## src/rtl/cdc_xfer_pkg.sv

```systemverilog
// Shared types for the CDC transfer arbiter: handshake FSM states and
// the depth of the ack synchronizer.
package cdc_xfer_pkg;

  typedef enum logic [1:0] {
    IDLE   = 2'd0,
    REQ    = 2'd1,
    ACKLOW = 2'd2
  } xfer_state_t;

  localparam int SYNC_DEPTH = 2;

endpackage

```

## src/rtl/cdc_xfer_arbiter_rr_arbiter.sv

```systemverilog
// Combinational round-robin pick: first valid requester at or above the
// pointer, wrapping modulo NUM_REQ.
module rr_arbiter
  import cdc_xfer_pkg::*;
#(
  parameter int NUM_REQ  = 4,
  parameter int ID_WIDTH = $clog2(NUM_REQ)
) (
  input  logic [NUM_REQ-1:0]  valid_i,
  input  logic [ID_WIDTH-1:0] ptr_i,
  output logic [NUM_REQ-1:0]  grant_oh_o,
  output logic [ID_WIDTH-1:0] grant_idx_o,
  output logic                any_valid_o
);

  always_comb begin
    logic [ID_WIDTH-1:0] idx;
    idx         = '0;
    grant_oh_o  = '0;
    grant_idx_o = '0;
    any_valid_o = 1'b0;
    for (int i = 0; i < NUM_REQ; i++) begin
      idx = ID_WIDTH'((32'(ptr_i) + 32'(i)) % NUM_REQ);
      if (!any_valid_o && valid_i[idx]) begin
        any_valid_o      = 1'b1;
        grant_idx_o      = idx;
        grant_oh_o[idx]  = 1'b1;
      end
    end
  end

endmodule

```

## src/rtl/cdc_xfer_arbiter.sv

```systemverilog
// Source-domain controller sharing one 4-phase CDC vector channel between
// NUM_REQ requesters, with round-robin arbitration and a handshake timeout.
module cdc_xfer_arbiter
  import cdc_xfer_pkg::*;
#(
  parameter int NUM_REQ        = 4,
  parameter int DATA_WIDTH     = 16,
  parameter int ID_WIDTH       = $clog2(NUM_REQ),
  parameter int TIMEOUT_CYCLES = 1023
) (
  input  logic                           clk,
  input  logic                           resetn,
  input  logic [NUM_REQ-1:0]             req_valid,
  input  logic [NUM_REQ*DATA_WIDTH-1:0]  req_data,
  output logic [NUM_REQ-1:0]             req_ready,
  output logic                           xfer_req,
  output logic [ID_WIDTH+DATA_WIDTH-1:0] xfer_data,
  input  logic                           xfer_ack,
  output logic                           busy,
  output logic                           timeout_err,
  input  logic                           err_clear
);

  localparam int CNT_W = (TIMEOUT_CYCLES < 2) ? 1 : $clog2(TIMEOUT_CYCLES + 1);

  xfer_state_t                    state_q;
  logic [ID_WIDTH-1:0]            ptr_q, ptr_d;
  logic [CNT_W-1:0]               cnt_q;
  logic                           xfer_req_q, timeout_err_q;
  logic [ID_WIDTH+DATA_WIDTH-1:0] xfer_data_q;
  logic [SYNC_DEPTH-1:0]          ack_sync_q;
  logic                           ack_s;

  logic [NUM_REQ-1:0]    grant_oh;
  logic [ID_WIDTH-1:0]   grant_idx;
  logic                  any_valid;
  logic [DATA_WIDTH-1:0] data_arr [NUM_REQ];
  logic                  tick_en, cnt_hit;

  for (genvar g = 0; g < NUM_REQ; g++) begin : g_slice
    assign data_arr[g] = req_data[g*DATA_WIDTH +: DATA_WIDTH];
  end

  rr_arbiter #(
    .NUM_REQ  (NUM_REQ),
    .ID_WIDTH (ID_WIDTH)
  ) u_rr (
    .valid_i     (req_valid),
    .ptr_i       (ptr_q),
    .grant_oh_o  (grant_oh),
    .grant_idx_o (grant_idx),
    .any_valid_o (any_valid)
  );

  // Raw ack is never used combinationally; only ack_s feeds the FSM.
  always_ff @(posedge clk or negedge resetn) begin
    if (!resetn) ack_sync_q <= '0;
    else         ack_sync_q <= {ack_sync_q[SYNC_DEPTH-2:0], xfer_ack};
  end
  assign ack_s = ack_sync_q[SYNC_DEPTH-1];

  assign ptr_d   = (grant_idx == ID_WIDTH'(NUM_REQ - 1)) ? '0 : grant_idx + ID_WIDTH'(1);
  assign tick_en = (TIMEOUT_CYCLES != 0) && !timeout_err_q;
  assign cnt_hit = (cnt_q == CNT_W'(TIMEOUT_CYCLES - 1));

  // Once the timeout fires the FSM freezes until err_clear.
  always_ff @(posedge clk or negedge resetn) begin
    if (!resetn) begin
      state_q       <= IDLE;
      ptr_q         <= '0;
      cnt_q         <= '0;
      xfer_req_q    <= 1'b0;
      xfer_data_q   <= '0;
      timeout_err_q <= 1'b0;
    end else if (err_clear) begin
      state_q       <= IDLE;
      cnt_q         <= '0;
      xfer_req_q    <= 1'b0;
      timeout_err_q <= 1'b0;
    end else begin
      unique case (state_q)
        IDLE: begin
          if (any_valid) begin
            xfer_data_q <= {grant_idx, data_arr[grant_idx]};
            ptr_q       <= ptr_d;
            xfer_req_q  <= 1'b1;
            cnt_q       <= '0;
            state_q     <= REQ;
          end
        end
        REQ: begin
          if (ack_s && !timeout_err_q) begin
            xfer_req_q <= 1'b0;
            cnt_q      <= '0;
            state_q    <= ACKLOW;
          end else if (tick_en) begin
            cnt_q <= cnt_q + CNT_W'(1);
            if (cnt_hit) timeout_err_q <= 1'b1;
          end
        end
        ACKLOW: begin
          if (!ack_s && !timeout_err_q) begin
            cnt_q   <= '0;
            state_q <= IDLE;
          end else if (tick_en) begin
            cnt_q <= cnt_q + CNT_W'(1);
            if (cnt_hit) timeout_err_q <= 1'b1;
          end
        end
        default: state_q <= IDLE;
      endcase
    end
  end

  assign req_ready   = (state_q == IDLE && !err_clear) ? grant_oh : '0;
  assign xfer_req    = xfer_req_q;
  assign xfer_data   = xfer_data_q;
  assign busy        = (state_q != IDLE);
  assign timeout_err = timeout_err_q;

endmodule

```

## config.mk

```make
export PLATFORM = sky130hd
export DESIGN_NAME = cdc_xfer_arbiter
export DESIGN_NICKNAME = d
export VERILOG_FILES = /design/src/rtl/cdc_xfer_pkg.sv /design/src/rtl/cdc_xfer_arbiter_rr_arbiter.sv /design/src/rtl/cdc_xfer_arbiter.sv
export SDC_FILE = /design/constraint.sdc
export NUM_CORES = 1
export LEC_CHECK = 0
export ABC_AREA = 1
export ABC_CLOCK_PERIOD_IN_PS = 3270
export BUFFER_PORTS_ARGS = -buffer_cell sky130_fd_sc_hd__buf_4
export CAP_MARGIN = 20
export CORE_UTILIZATION = 51
export CTS_CLUSTER_DIAMETER = 200
export DETAILED_ROUTE_END_ITERATION = 7
export MAX_ROUTING_LAYER = met4
export PLACE_DENSITY = 0.81
export SETUP_SLACK_MARGIN = 0.3
export SYNTH_ARGS = -nofsm -noshare
export SYNTH_HDL_FRONTEND = slang
export SYNTH_SLANG_ARGS = --single-unit
```

## constraint.sdc

```tcl
create_clock -name clk -period 3.27 [get_ports clk]
set_clock_uncertainty 0.05 [all_clocks]
set_input_delay 0.1635 -clock clk [delete_from_list [all_inputs] [get_ports clk]]
set_output_delay 0.1635 -clock clk [all_outputs]
set_load 0.03 [all_outputs]
```

==> metrics.csv, run 1 <==
metric,value,unit
fmax,0.3647,GHz
# setup viols final,0,
synth unique cells,34,
Synth-to-Final Area Change,30.27,%
# rows,27,
RSZ-0062 raised after global routing,false,
CP max FO,38,
crit-path leading delay family,simple AND/OR/NAND/NOR gates,
period utilisation layout,83.85,%
crit path DAT,2.85,ns
status,"finished, final reports clean",
DRC,0,
DRT iter0 DRCs,151,
postcts setup bufs,0,
Syn Area/Cell,6.675,um2
Cells after Synth,436,
Post-Syn Area,0.002910,mm2
critical path cell sequence,inv_2 -> ha_1 -> inv_1 -> nand2_1 -> nand2_2 -> o21ai_0 -> nand2_1 -> nand3_4 -> buf_12 -> or2_2 -> nand3_1 -> nand3_1,
share of layout cells above drive strength 1,26.18,%
Vert. Die Dim,77.54,um
reg2reg end,xfer_data[5]$_DFFE_PN0P_,
setup_tns,0,ns
worst reg2reg path depth,12,
Initial Util,52.85,%
origin of the worst min-delay path,err_clear,
slowest CP cell,dfrtp_1,
sequential share of the synthesized area,30.95,%
total grt overflow,0,
gr usage total,25.84,%
Max Slew Vio Count,0,
number of port buffers,96,
DIE WIDTH,77.54,um
die area,0.006012,mm2
clock latency on the worst-skew pair,0.28,ns
CP endpoint kind,flip-flop,
relative slew slack,65.05,%
Mapped Nets,522,
hold path depth,2,
final wirelength,7.380,mm
H-tree levels,2,
CP peak stage delay,0.52,ns
Layout Nets,617,
gpl congestion,0.9106,
PD cells,1003,mW/mm2
Max Cap Viol,0,
CTS max path bufs,2,
R2R Path Start,ptr_q[0]$_DFFE_PN0P_,
initial antenna violation count,0,
Core ar.,0.005507,mm2
ANT nets after route,0,
VDD IR-drop max,0.0005139,V
n_diodes,0,
pin count of the biggest net entering global routing,39,
TritonRoute pass-1 iters,4,
Reg2Reg Setup Slack,0.53,ns
Crit Path Class,flip-flop to flip-flop,
clock-pin slew on the worst setup and hold paths,0.07,ns
Startpoint Class,flip-flop,
Pleak,2.132,nW
post-DR vias/cell,5.078,
wire length of the first global-routing pass,12.25,mm
WL per Instance,12.24,um
via total after detailed routing,3062,
worst slew pin tran,0.5237,ns
HPWL after DPL,5.869,mm
worst path buffer plus inverter count,3,
Total Power,3.804,mW
root buffer cell,clkbuf_8,
Hold Path Sink,timeout_err$_DFFE_PN0P_,
Tmin final,2.742,ns
Synth Register Bits,36,
Worst Hold Class,input port to flip-flop,
number of global-route vias before repair,2834,
IO Count,97,
YS warnings,0,
CTS tree,yes,
"Req. time, crit path",3.38,ns
CTS Sinks,36,
Final Hold Viols,0,
cts bufs inserted,5,
Fill cells,501,
[layer usage]
metal  GRT usage, %  share of wire (%)  vias up
met5              -                  0        -
met4          5.472                1.0        0
met3          4.471                5.8        8
met2          44.60                 50      106
met1          31.58                 43     1388
li1               -                  -     1560
[worst max-delay path by stage]
stage / to / cells after the start / slack, ns / startpoint
2_1_floorplan: ptr_q[1]$_DFFE_PN0P_ / 14 / 0.88 / ptr_q[0]$_DFFE_PN0P_
3_3_place_gp: xfer_data[14]$_DFFE_PN0P_ / 11 / 0.41 / ptr_q[0]$_DFFE_PN0P_
3_5_place_dp: xfer_data[7]$_DFFE_PN0P_ / 11 / 0.26 / ptr_q[1]$_DFFE_PN0P_
4_1_cts: xfer_data[5]$_DFFE_PN0P_ / 12 / 0.34 / ptr_q[0]$_DFFE_PN0P_
5_1_grt: xfer_data[15]$_DFFE_PN0P_ / 11 / 0.30 / ptr_q[0]$_DFFE_PN0P_
6_report: xfer_data[5]$_DFFE_PN0P_ / 12 / 0.53 / ptr_q[0]$_DFFE_PN0P_
[layout by cell type, fill, tap and decap left out, types with 2 or more instances in the layout]
master / n
nor2_4: 3
inv_1: 81
nand2_1: 110
nor2_2: 2
o21ai_0: 12
nand3_2: 2
o21ai_1: 3
o22ai_1: 3
nand4_1: 14
ha_1: 14
dlygate4sd3_1: 2
a21oi_1: 14
or2_2: 11
nor3_1: 2
a31oi_1: 2
nor2_1: 32
nand2_4: 2
nand2_2: 6
inv_2: 2
nand3_1: 48
buf_4: 99
nand3b_1: 11
dfrtp_1: 36
nand3_4: 2
o21a_1: 2
clkbuf_8: 5
[registers in the layout, summed over array words and instances, names as in the netlist]
name         flops
xfer_req         1
xfer_data       18
ack_sync_q       2
timeout_err      1
state_q          2
ptr_q            2
cnt_q           10
[cells in the mapped netlist]
cell type	number	share of area (%)
o31ai_1	1	0.26
and3_1	1	0.22
ha_1	14	6.0
nor3_1	2	0.34
nand3_1	48	8.3
a21boi_0	1	0.26
nand3b_1	11	2.8
a21oi_1	14	2.4
inv_2	2	0.26
a31oi_1	2	0.43
nor2_1	33	4.3
nor2_4	3	1.2
buf_4	3	0.77
o21ai_1	3	0.52
nand3_2	4	1.4
buf_6	3	1.2
o21ai_2	1	0.30
inv_1	81	10
clkbuf_1	3	0.39
dfrtp_1	36	31
nor2_8	1	0.69
nand2_4	1	0.39
nor2_2	1	0.22
buf_2	5	0.86
a22oi_1	1	0.26
or2_2	11	2.4
o21ai_0	12	2.1
o21a_1	2	0.52
nand4_1	14	3.0
o221ai_1	1	0.30
o22ai_1	3	0.64
nand3b_2	1	0.39
nand2_2	7	1.5
nand2_1	110	14
[power by group]
part | switching [mW] | total (mW) | internal (mW) | leakage (nW)
combinational | 1.78 | 2.78 | 1.01 | 1.63
sequential | 0.123 | 0.726 | 0.603 | 0.459
clock | 0.150 | 0.295 | 0.145 | 0.0410
total | 2.05 | 3.80 | 1.75 | 2.13
[worst reg2reg max path: cells and delay by family, from the launching register on]
| family | cells | cell delay, ns |
|---|---|---|
| simple gates | 7 | 0.99 |
| buf+inv | 3 | 0.54 |
| flops | 1 | 0.52 |
| fa+ha+maj | 1 | 0.39 |
| compound gates | 1 | 0.13 |
[stage by stage]
stage               hold slack (ns)  setup slack (ns)  cells  util [%]  area, um2
global placement            0.09584            0.4096    594     66.67       3671
global route                0.01849            0.3014    603     68.85       3791
floorplan                   -0.1821            0.8756    436         -       2910
detailed placement          0.09916            0.2615    594     66.67       3671
finish                      0.01772            0.5280    603     68.85       3791
CTS                         0.01132            0.3420    603     68.48       3771
[area by class of cell]
type	count	area [um2]	share of cell area, %
clock inverters	1	5.005	0.1320
repair buffers	102	783.3	20.66
multi-input cells	303	1628	42.94
well taps	72	90.09	2.376
clock buffers	6	72.57	1.914
flip-flops and latches	36	900.9	23.76
inverters	83	311.5	8.218
[cell families after synthesis]
group | share of synthesized area, %
and+or+nand+nor | 41.19
buffers and inverters | 13.89
AOI/OAI and AO/OA | 7.954
DFF | 30.95
adders and majority gates | 6.019
[what timing repair did]
item | CTS | global route
cloned | 0 | 0
gates resized for setup | 1 | 3
pin swaps | 0 | 1
hold endpoints to repair | 37 | 0
endpoints found under the setup margin | 11 | 19
hold buffers | 2 | 0
Note: power is estimated with default switching activity, not from simulation.
==> inputs of run 2 (changes only) <==
--- a/config.mk
+++ b/config.mk
@@ -6,14 +6,14 @@
 export NUM_CORES = 1
 export LEC_CHECK = 0
 export ABC_AREA = 1
-export ABC_CLOCK_PERIOD_IN_PS = 3270
+export ABC_CLOCK_PERIOD_IN_PS = 2300
 export BUFFER_PORTS_ARGS = -buffer_cell sky130_fd_sc_hd__buf_4
 export CAP_MARGIN = 20
-export CORE_UTILIZATION = 51
+export CORE_UTILIZATION = 46
 export CTS_CLUSTER_DIAMETER = 200
 export DETAILED_ROUTE_END_ITERATION = 7
 export MAX_ROUTING_LAYER = met4
-export PLACE_DENSITY = 0.81
+export PLACE_DENSITY = 0.77
 export SETUP_SLACK_MARGIN = 0.3
 export SYNTH_ARGS = -nofsm -noshare
 export SYNTH_HDL_FRONTEND = slang
==> constraint.sdc (replaced) <==
create_clock -name clk -period 2.3 [get_ports clk]
set_clock_uncertainty 0.05 [all_clocks]
set_input_delay 0.115 -clock clk [delete_from_list [all_inputs] [get_ports clk]]
set_output_delay 0.115 -clock clk [all_outputs]
set_load 0.03 [all_outputs]
==> metrics.csv, run 2 (same netlist as run 1, synthesis figures left out) <==
metric,value,unit,change
Synth-to-Final Area Change,65.05,%,was 30.27%
"commonest non-fill, non-tap cell in the layout",buf_4,,was nand2_1
DRT iter0 DRCs,233,,was 151
GR Util met1,35.16,%,was 31.58%
Startpoint Class,flip-flop,,unchanged
die area,0.006649,mm2,was 0.006012 mm2
root buffer cell,clkbuf_8,,unchanged
initial antenna violation count,0,,unchanged
cts bufs inserted,5,,unchanged
post-DR vias/cell,5.341,,was 5.078
Vert. Die Dim,81.54,um,was 77.54 um
Largest register FFs,18,,unchanged
Layout Nets,659,,was 617
CTS max path bufs,2,,unchanged
fmax,0.4490,GHz,was 0.3647 GHz
TritonRoute pass-1 iters,5,,was 4
grt met3 use,5.667,%,was 4.471%
VDD IR-drop max,0.001124,V,was 0.0005139 V
final wirelength,10.06,mm,was 7.380 mm
IO Count,97,,unchanged
Max Slew Vio Count,0,,unchanged
RSZ-0062 raised after global routing,true,,was false
placed insts,608,,was 594
origin of the worst min-delay path,req_data[30],,was err_clear
PD cells,1751,mW/mm2,was 1003 mW/mm2
R2R Path Start,ptr_q[0]$_DFFE_PN0P_,,unchanged
crit path DAT,2.40,ns,was 2.85 ns
# setup viols final,0,,unchanged
Top Usage Layer GRT,met2,,unchanged
Pleak,2.548,nW,was 2.132 nW
CTS tree,yes,,unchanged
hold path depth,4,,was 2
# rows,28,,was 27
period utilisation layout,96.83,%,was 83.85%
Initial Util,48.30,%,was 52.85%
Worst Hold Class,input port to flip-flop,,unchanged
WL per Instance,15.50,um,was 12.24 um
Reg2Reg Setup Slack,0.07,ns,was 0.53 ns
Max Cap Viol,0,,unchanged
n_diodes,0,,unchanged
Fill cells,390,,was 501
wire length of the first global-routing pass,14.93,mm,was 12.25 mm
met2 Use GR,51.92,%,was 44.60%
Core ar.,0.006026,mm2,was 0.005507 mm2
clock latency on the worst-skew pair,0.30,ns,was 0.28 ns
total grt overflow,0,,unchanged
DRC,0,,unchanged
Crit Path Class,flip-flop to flip-flop,,unchanged
pin count of the biggest net entering global routing,37,,was 39
reg2reg end,cnt_q[3]$_DFFE_PN0P_,,was xfer_data[5]$_DFFE_PN0P_
CTS Sinks,36,,unchanged
gr usage total,30.42,%,was 25.84%
ANT nets after route,0,,unchanged
final cell count without fillers,649,,was 603
"Req. time, crit path",2.48,ns,was 3.38 ns
"commonest cells after routing, fill and taps aside","buf_4, nand2_1, inv_1",,"was nand2_1, buf_4, inv_1"
worst slew pin tran,0.4591,ns,was 0.5237 ns
Layout Utilization,79.71,%,was 68.85%
worst reg2reg path depth,11,,was 12
Hold Path Sink,xfer_data[14]$_DFFE_PN0P_,,was timeout_err$_DFFE_PN0P_
Total Power,8.413,mW,was 3.804 mW
number of global-route vias before repair,3295,,was 2834
status,"finished, final reports clean",,unchanged
Final Hold Viols,0,,unchanged
HPWL after DPL,5.745,mm,was 5.869 mm
share of layout cells above drive strength 1,44.08,%,was 26.18%
gpl congestion,0.8716,,was 0.9106
CP max FO,8,,was 38
via total after detailed routing,3466,,was 3062
clock-pin slew on the worst setup and hold paths,0.08,ns,was 0.07 ns
CP endpoint kind,flip-flop,,unchanged
Tmin final,2.227,ns,was 2.742 ns
H-tree levels,2,,unchanged
DIE WIDTH,81.54,um,was 77.54 um
number of port buffers,96,,unchanged
relative slew slack,69.39,%,was 65.05%
run 2: final cells by class:
class / instances / area, um2 / share of cell area (%)
clock buffers: 7 / 96.34 / 2.006
clock inverters: 1 / 30.03 / 0.6252
inverters: 83 / 330.3 / 6.877
multi-input cells: 303 / 2034 / 42.35
flip-flops and latches: 36 / 903.4 / 18.81
well taps: 75 / 93.84 / 1.954
repair buffers: 143 / 1308 / 27.22
repair inverters: 1 / 7.507 / 0.1563
run 2: what timing repair did:
item,4_1_cts,5_1_grt
setup buffers,16,8
gates cloned,6,0
hold buffers,3,0
hold endpoints to repair,39,0
gates resized for setup,42,66
pin swaps,29,24
setup endpoints to repair,33,37
run 2: critical path: stages (launching register included):
cell and delay (ns):
dfrtp_2 0.40, inv_4 0.06, ha_4 0.32, inv_6 0.05, nand3_1 0.17, nand2_4 0.12
buf_4 0.15, nand4_1 0.13, nand2_4 0.15, nor2_4 0.22, nand4_1 0.16, a21oi_1 0.17
run 2: through the flow:
| stage | TNS [ns] | setup slack [ns] | cell area [um2] | hold WS, ns |
|---|---|---|---|---|
| 4_1_cts | 0 | 0.1584 | 4459 | 0.08091 |
| 2_1_floorplan | 0 | 0.2513 | 2990 | -0.2306 |
| 5_1_grt | -0.09830 | -0.02607 | 4803 | 0.09244 |
| 6_report | 0 | 0.07298 | 4803 | 0.06903 |
| 3_3_place_gp | -0.0005862 | -0.0005862 | 3844 | 0.04722 |
| 3_5_place_dp | -0.5108 | -0.09083 | 3844 | 0.05007 |
run 2: worst max-delay path by stage:
| stage | from | end | cells past startpoint | slack [ns] |
|---|---|---|---|---|
| floorplan | ptr_q[0]$_DFFE_PN0P_ | ptr_q[1]$_DFFE_PN0P_ | 14 | 0.25 |
| CTS | ptr_q[0]$_DFFE_PN0P_ | req_ready[2] | 13 | 0.16 |
| global placement | ptr_q[0]$_DFFE_PN0P_ | xfer_data[6]$_DFFE_PN0P_ | 11 | -0.0006 |
| detailed placement | ptr_q[0]$_DFFE_PN0P_ | xfer_data[11]$_DFFE_PN0P_ | 11 | -0.09 |
| finish | ptr_q[0]$_DFFE_PN0P_ | cnt_q[3]$_DFFE_PN0P_ | 11 | 0.07 |
| global route | ptr_q[0]$_DFFE_PN0P_ | cnt_q[3]$_DFFE_PN0P_ | 11 | -0.03 |
run 2: routing by layer:
metal | vias to the layer above | part of all wire [%]
li1 | 1655 | -
met1 | 1617 | 39
met2 | 166 | 51
met3 | 28 | 6.2
met4 | 0 | 2.9
met5 | - | 0
run 2: report_power, final:
part           leakage (nW)  internal [mW]  switching (mW)
clock network        0.0645          0.383           0.242
registers             0.456          0.860           0.164
logic                  2.03           3.12            3.64
total                  2.55           4.36            4.05
